[src/rtl/decoder_pkg.sv]
// Shared types and helpers for the min-sum decoder scheduler and layer modules.
package decoder_pkg;

  typedef enum logic [2:0] {
    IDLE,
    VAR,
    CHK,
    OUT,
    DONE
  } sched_state_t;

  // Bits needed to hold values 0..max_val (never less than one bit).
  function automatic int width_for(input int max_val);
    return (max_val < 1) ? 1 : $clog2(max_val + 1);
  endfunction

  function automatic int max3(input int a, input int b, input int c);
    int m;
    m = (a > b) ? a : b;
    return (m > c) ? m : c;
  endfunction

endpackage

[src/rtl/decoder_sched_if.sv]
// Control/handshake bundle between the iteration scheduler and its neighbours.
interface decoder_sched_if #(
  parameter int ITER_W = 3
);
  logic              in_valid;
  logic              in_ready;
  logic              llr_load;
  logic              first_iter;
  logic              var_en;
  logic              chk_en;
  logic              out_en;
  logic [ITER_W-1:0] iter_idx;
  logic              syndrome_ok;
  logic              out_valid;
  logic              out_ready;
  logic              converged;
  logic [ITER_W-1:0] iters_used;

  modport master (
    input  in_valid, syndrome_ok, out_ready,
    output in_ready, llr_load, first_iter, var_en, chk_en, out_en,
           iter_idx, out_valid, converged, iters_used
  );

  modport slave (
    output in_valid, syndrome_ok, out_ready,
    input  in_ready, llr_load, first_iter, var_en, chk_en, out_en,
           iter_idx, out_valid, converged, iters_used
  );
endinterface

[src/rtl/decoder_sched_phase_timer.sv]
// Loadable down-counter timing one layer phase; done while the count sits at zero.
module sched_phase_timer #(
  parameter int W = 1
) (
  input  logic         clk,
  input  logic         rst,
  input  logic         load,
  input  logic [W-1:0] load_val,
  output logic [W-1:0] cnt,
  output logic         done
);

  // NOTE: sequential state uses non-blocking assignments so every flop samples pre-edge values.
  always_ff @(posedge clk or posedge rst) begin
    if (rst) begin
      cnt <= '0;
    end else if (load) begin
      cnt <= load_val;
    end else if (cnt != '0) begin
      cnt <= cnt - 1'b1;
    end
  end

  assign done = (cnt == '0);

endmodule

[src/rtl/decoder_sched.sv]
// Iteration scheduler: strobes variable/check/output layers for N_ITER passes per frame.
// Optional early termination on syndrome_ok is enabled by DECODER_SCHED_EARLY_TERM_EN.
module decoder_sched
  import decoder_pkg::*;
#(
  parameter int N_ITER = 5,
  parameter int LAT_V  = 1,
  parameter int LAT_C  = 1,
  parameter int LAT_O  = 1,
  parameter int ITER_W = $clog2(N_ITER + 1)
) (
  input  logic            clk,
  input  logic            rst,
  decoder_sched_if.master bus
);

  localparam int PW = width_for(max3(LAT_V, LAT_C, LAT_O));
  localparam logic [PW-1:0]     LOAD_V    = PW'(LAT_V - 1);
  localparam logic [PW-1:0]     LOAD_C    = PW'(LAT_C - 1);
  localparam logic [PW-1:0]     LOAD_O    = PW'(LAT_O - 1);
  localparam logic [ITER_W-1:0] LAST_ITER = ITER_W'(N_ITER - 1);

  sched_state_t      state_q, state_d;
  logic [ITER_W-1:0] iter_q, iter_d;
  logic [ITER_W-1:0] used_q, used_d;
  logic              conv_q, conv_d;
  logic              ph_load;
  logic [PW-1:0]     ph_val;
  logic [PW-1:0]     ph_cnt;
  logic              ph_done;

  sched_phase_timer #(.W(PW)) u_timer (
    .clk      (clk),
    .rst      (rst),
    .load     (ph_load),
    .load_val (ph_val),
    .cnt      (ph_cnt),
    .done     (ph_done)
  );

  always_ff @(posedge clk or posedge rst) begin
    if (rst) begin
      state_q <= IDLE;
      iter_q  <= '0;
      used_q  <= '0;
      conv_q  <= 1'b0;
    end else begin
      state_q <= state_d;
      iter_q  <= iter_d;
      used_q  <= used_d;
      conv_q  <= conv_d;
    end
  end

  always_comb begin
    // NOTE: every signal gets a default up front so no path can infer a latch.
    state_d = state_q;
    iter_d  = iter_q;
    used_d  = used_q;
    conv_d  = conv_q;
    ph_load = 1'b0;
    ph_val  = '0;
    case (state_q)
      IDLE: begin
        if (bus.in_valid) begin
          state_d = VAR;
          iter_d  = '0;
          ph_load = 1'b1;
          ph_val  = LOAD_V;
        end
      end
      VAR: begin
        if (ph_done) begin
          state_d = CHK;
          ph_load = 1'b1;
          ph_val  = LOAD_C;
        end
      end
      CHK: begin
        if (ph_done) begin
`ifdef DECODER_SCHED_EARLY_TERM_EN
          state_d = OUT;
          ph_load = 1'b1;
          ph_val  = LOAD_O;
`else
          ph_load = 1'b1;
          if (iter_q == LAST_ITER) begin
            state_d = OUT;
            ph_val  = LOAD_O;
          end else begin
            state_d = VAR;
            iter_d  = iter_q + 1'b1;
            ph_val  = LOAD_V;
          end
`endif
        end
      end
      OUT: begin
        if (ph_done) begin
`ifdef DECODER_SCHED_EARLY_TERM_EN
          if (bus.syndrome_ok || (iter_q == LAST_ITER)) begin
            state_d = DONE;
            used_d  = iter_q + 1'b1;
            conv_d  = bus.syndrome_ok;
          end else begin
            state_d = VAR;
            iter_d  = iter_q + 1'b1;
            ph_load = 1'b1;
            ph_val  = LOAD_V;
          end
`else
          state_d = DONE;
          used_d  = iter_q + 1'b1;
`endif
        end
      end
      DONE: begin
        // A waiting frame stays in the FIFO until the result has been taken.
        if (bus.out_ready) begin
          state_d = IDLE;
          iter_d  = '0;
        end
      end
      default: state_d = IDLE;
    endcase
  end

`ifndef DECODER_SCHED_EARLY_TERM_EN
  logic unused_syndrome;
  assign unused_syndrome = bus.syndrome_ok;
`endif

  assign bus.in_ready   = (state_q == IDLE);
  assign bus.llr_load   = (state_q == IDLE) && bus.in_valid;
  assign bus.var_en     = (state_q == VAR);
  assign bus.chk_en     = (state_q == CHK);
  assign bus.out_en     = (state_q == OUT);
  assign bus.first_iter = (state_q == VAR) && (iter_q == '0);
  assign bus.iter_idx   = iter_q;
  assign bus.out_valid  = (state_q == DONE);
  assign bus.converged  = conv_q;
  assign bus.iters_used = used_q;

endmodule
[src/flat_wrapper.sv]
// flat-port wrapper written by rule: the top's interface ports become plain ports
module decoder_sched_flat import decoder_pkg::*;
#(
  parameter int N_ITER = 5,
  parameter int LAT_V  = 1,
  parameter int LAT_C  = 1,
  parameter int LAT_O  = 1,
  parameter int ITER_W = $clog2(N_ITER + 1)
)
  (clk, rst, bus_in_valid, bus_syndrome_ok, bus_out_ready, bus_in_ready, bus_llr_load, bus_first_iter, bus_var_en, bus_chk_en, bus_out_en, bus_iter_idx, bus_out_valid, bus_converged, bus_iters_used);
  decoder_sched_if #(.ITER_W(ITER_W)) bus_i ();
  input  logic clk;
  input  logic rst;
  input wire logic [$bits(bus_i.in_valid)-1:0] bus_in_valid;
  input wire logic [$bits(bus_i.syndrome_ok)-1:0] bus_syndrome_ok;
  input wire logic [$bits(bus_i.out_ready)-1:0] bus_out_ready;
  output wire logic [$bits(bus_i.in_ready)-1:0] bus_in_ready;
  output wire logic [$bits(bus_i.llr_load)-1:0] bus_llr_load;
  output wire logic [$bits(bus_i.first_iter)-1:0] bus_first_iter;
  output wire logic [$bits(bus_i.var_en)-1:0] bus_var_en;
  output wire logic [$bits(bus_i.chk_en)-1:0] bus_chk_en;
  output wire logic [$bits(bus_i.out_en)-1:0] bus_out_en;
  output wire logic [$bits(bus_i.iter_idx)-1:0] bus_iter_idx;
  output wire logic [$bits(bus_i.out_valid)-1:0] bus_out_valid;
  output wire logic [$bits(bus_i.converged)-1:0] bus_converged;
  output wire logic [$bits(bus_i.iters_used)-1:0] bus_iters_used;
  assign bus_i.in_valid = bus_in_valid;
  assign bus_i.syndrome_ok = bus_syndrome_ok;
  assign bus_i.out_ready = bus_out_ready;
  assign bus_in_ready = bus_i.in_ready;
  assign bus_llr_load = bus_i.llr_load;
  assign bus_first_iter = bus_i.first_iter;
  assign bus_var_en = bus_i.var_en;
  assign bus_chk_en = bus_i.chk_en;
  assign bus_out_en = bus_i.out_en;
  assign bus_iter_idx = bus_i.iter_idx;
  assign bus_out_valid = bus_i.out_valid;
  assign bus_converged = bus_i.converged;
  assign bus_iters_used = bus_i.iters_used;
  decoder_sched #(.N_ITER(N_ITER), .LAT_V(LAT_V), .LAT_C(LAT_C), .LAT_O(LAT_O), .ITER_W(ITER_W)) u_core (.clk(clk), .rst(rst), .bus(bus_i));
endmodule
[config.mk]
export PLATFORM = sky130hd
export DESIGN_NAME = decoder_sched_flat
export DESIGN_NICKNAME = d
export VERILOG_FILES = /design/src/rtl/decoder_pkg.sv /design/src/rtl/decoder_sched_if.sv /design/src/rtl/decoder_sched_phase_timer.sv /design/src/rtl/decoder_sched.sv /design/src/flat_wrapper.sv
export SDC_FILE = /design/constraint.sdc
export NUM_CORES = 1
export LEC_CHECK = 0
export CORE_AREA = 2 2 39 41
export DETAILED_ROUTE_END_ITERATION = 10
export DIE_AREA = 0 0 41 43
export PLACE_DENSITY = 0.79
export SYNTH_ARGS = -nofsm -noshare
export SYNTH_HDL_FRONTEND = slang
export SYNTH_SLANG_ARGS = --single-unit
[constraint.sdc]
create_clock -name clk -period 4.1 [get_ports clk]
set_clock_uncertainty 0.1 [all_clocks]
set_input_delay 0.41 -clock clk [delete_from_list [all_inputs] [get_ports clk]]
set_output_delay 0.41 -clock clk [all_outputs]
set_load 0.005 [all_outputs]
==> reports/metrics.cfg <==
[sta]
drv_slew = 0
setup_viol = 0
fmax_mhz = 412
fin_setup_tns_ns = 0
setup_ws_ns = 1.67
period_minus_slack_ns = 2.43
hold_viol = 0
fin_crit_sh_pct = 59.2
rsz0062_at_grt = false

[worst_setup_path]
cp_max_fo = 9
critPathRequiredTime_ns = 3.59
crit_type = register to output port
cp.arrival_ns = 1.92
start_kind = register
cp-end-kind = output port

[final_layout]
antennaDiodeCount = 0
final_area_um2 = 683
syn_to_final_growth_pct = 37.9
final_nets = 79
drive_gt1_share_pct = 9.86

[clock_network]
cts_tree = built
cts-hold-fix-buffers = 0
cts.htree.levels = 1
post_cts_buffers = 0
cts_root_buf = clkbuf_4
cts-buffers-inserted = 3
cts.sinks = 9
path_clk_slew_ns = 0.06
cts_resized = 0
clockBufferDepth = 2
clock_latency_ns = 0.26

[floorplanning]
die_w_um = 41
die_h_um = 43
coreArea_mm2 = 0.00138
start_util_pct = 35.8
io_pins = 19
num_rows = 14
dieArea_mm2 = 0.00176

[place]
detailedPlace.worstSlack_ns = 1.95
place_hpwl_um = 720
gp_congestion = 0.791
numPortBuffers = 16
placed_area_um2 = 657

[pwr]
irDropWorstVdd_mv = 0.363
powerDensity_mw_per_mm2 = 690
p_leak_uw = 0.000328

[run]
max-cap-violations = 0

[logic_synthesis]
synth_xor_area_share_pct = 1.77
ys_seq_elements = 9
synthesis.nets = 60
synth_top_cell_by_area = dfrtp_1
synthMuxAreaShare_pct = 5.05
synth_adder_area_share_pct = 5.05
synth_top_family_by_area = simple AND/OR/NAND/NOR gates
synth.distinct_cells = 25
synth-compound-area-share_pct = 10.4
synth_ff_type = dfrtp_1
ys_top_cells_by_area = dfrtp_1, nand2_1, ha_1
netlist.area_leader.share_pct = 45.5
synth_warnings = 0
seq_area_frac_synth_pct = 45.5
async_flop_share_pct = 100
synth_common_cells = dfrtp_1, nand2_1, inv_1, nor2_1, o21ai_0
synth-simple-area-share_pct = 23.2
synth.avg_cell_area_um2 = 9.35
synth_area_um2 = 495
synth_edf_count = 0
synth.most_common_cell = dfrtp_1
synth_cells = 53

[routing]
via_count = 405
wirelength_um = 918
wl_per_cell_um = 10.6
initialDrtViolationCount = 4
route.detailed.drc = 0
ant_nets = 0
first_pass_iters = 4
viasPerCell = 4.66

[outcome]
status = complete, no violations

[global_route]
grt_pass1_wl_um = 1660
grt_use_total_pct = 14.5
antenna_found_initial = 0
grt_max_degree = 10
grt_pass1_vias = 396
grt_overflow = 0

[worst_hold_path]
min_path_type = input pin to async pin

## kinds of logic (layout without fill, tap and decap cells)
kind of cell    count (synthesis)  in the layout
simple gates                   22             22
fa+ha+maj                       2              2
other cells                     1              1
flops                           9              9
compound gates                  8              8
xor+xnor                        1              1
mux                             2              2
buf+inv                         8             26
## flip-flops by register name (all words and copies together) (netlist names)
name,cells
u_core.bus.iters_used,3
u_core.bus.iter_idx,3
u_core.state_q,3
## report_power, final
part,internal (uW),switching (uW)
clock,37.5,30.7
combinational,155,88.9
sequential,122,37.8
## layout make-up
cell class | count | area [um2]
timing repair buffer | 16 | 160
fill | 134 | 701
clock buffer | 4 | 26.3
inverter | 6 | 22.5
tap | 16 | 20.0
sequential | 9 | 225
multi-input combinational | 36 | 229
## placed cells by master, fill, tap and decap left out
master / count
clkbuf_4: 3
inv_1: 6
conb_1: 1
ha_1: 2
nor3_1: 2
and2_1: 1
or3_4: 1
o21ba_2: 1
or3b_1: 1
a2bb2oi_1: 1
nand2b_1: 1
clkbuf_1: 1
xnor2_1: 1
mux2i_1: 1
dfrtp_1: 9
nor2_1: 4
a21oi_1: 1
nor2b_1: 1
clkdlybuf4s50_1: 16
mux2_4: 1
nand2_1: 8
nand3b_1: 1
o21ai_0: 4
nor3b_1: 1
o21a_1: 1
or2_2: 1
## worst max-delay path, stage by stage (launching register included)
cell,delay (ns)
dfrtp_1,0.46
or3b_1,0.43
nor3b_1,0.23
clkdlybuf4s50_1,0.54
## metrics by stage
stage	hold WS, ns	utilization, %	instances	total power, uW
2_1_floorplan	0.138	-	53	288
3_3_place_gp	0.359	47.5	83	401
3_5_place_dp	0.380	47.5	83	409
4_1_cts	0.315	49.4	87	481
5_1_grt	0.338	49.4	87	516
6_report	0.308	49.4	87	472
## metal layers
metal	GRT usage [%]	vias up	routed length, um
li1	-	206	-
met1	17.2	186	396
met2	20.0	10	443
met3	9.42	3	64
met4	6.00	0	13
met5	0	-	0
## final timing paths
check,slack (ns),from,depth (start not counted),end
min in group clk,0.39,u_core.bus.iters_used[0]$_DFFE_PP0P_,2,u_core.bus.iters_used[0]$_DFFE_PP0P_
hold / removal,0.31,rst,2,u_core.state_q[2]$_DFFE_PP0P_
setup / recovery,1.67,u_core.state_q[1]$_DFFE_PP0P_,3,bus_first_iter
max in group asynchronous,3.34,rst,2,u_core.state_q[0]$_DFFE_PP0P_
hold reg to reg,0.39,u_core.bus.iters_used[0]$_DFFE_PP0P_,2,u_core.bus.iters_used[0]$_DFFE_PP0P_
setup reg to reg,2.40,u_core.bus.iter_idx[0]$_DFFE_PP0P_,6,u_core.bus.iter_idx[0]$_DFFE_PP0P_
(Power assumes the default switching activity.)
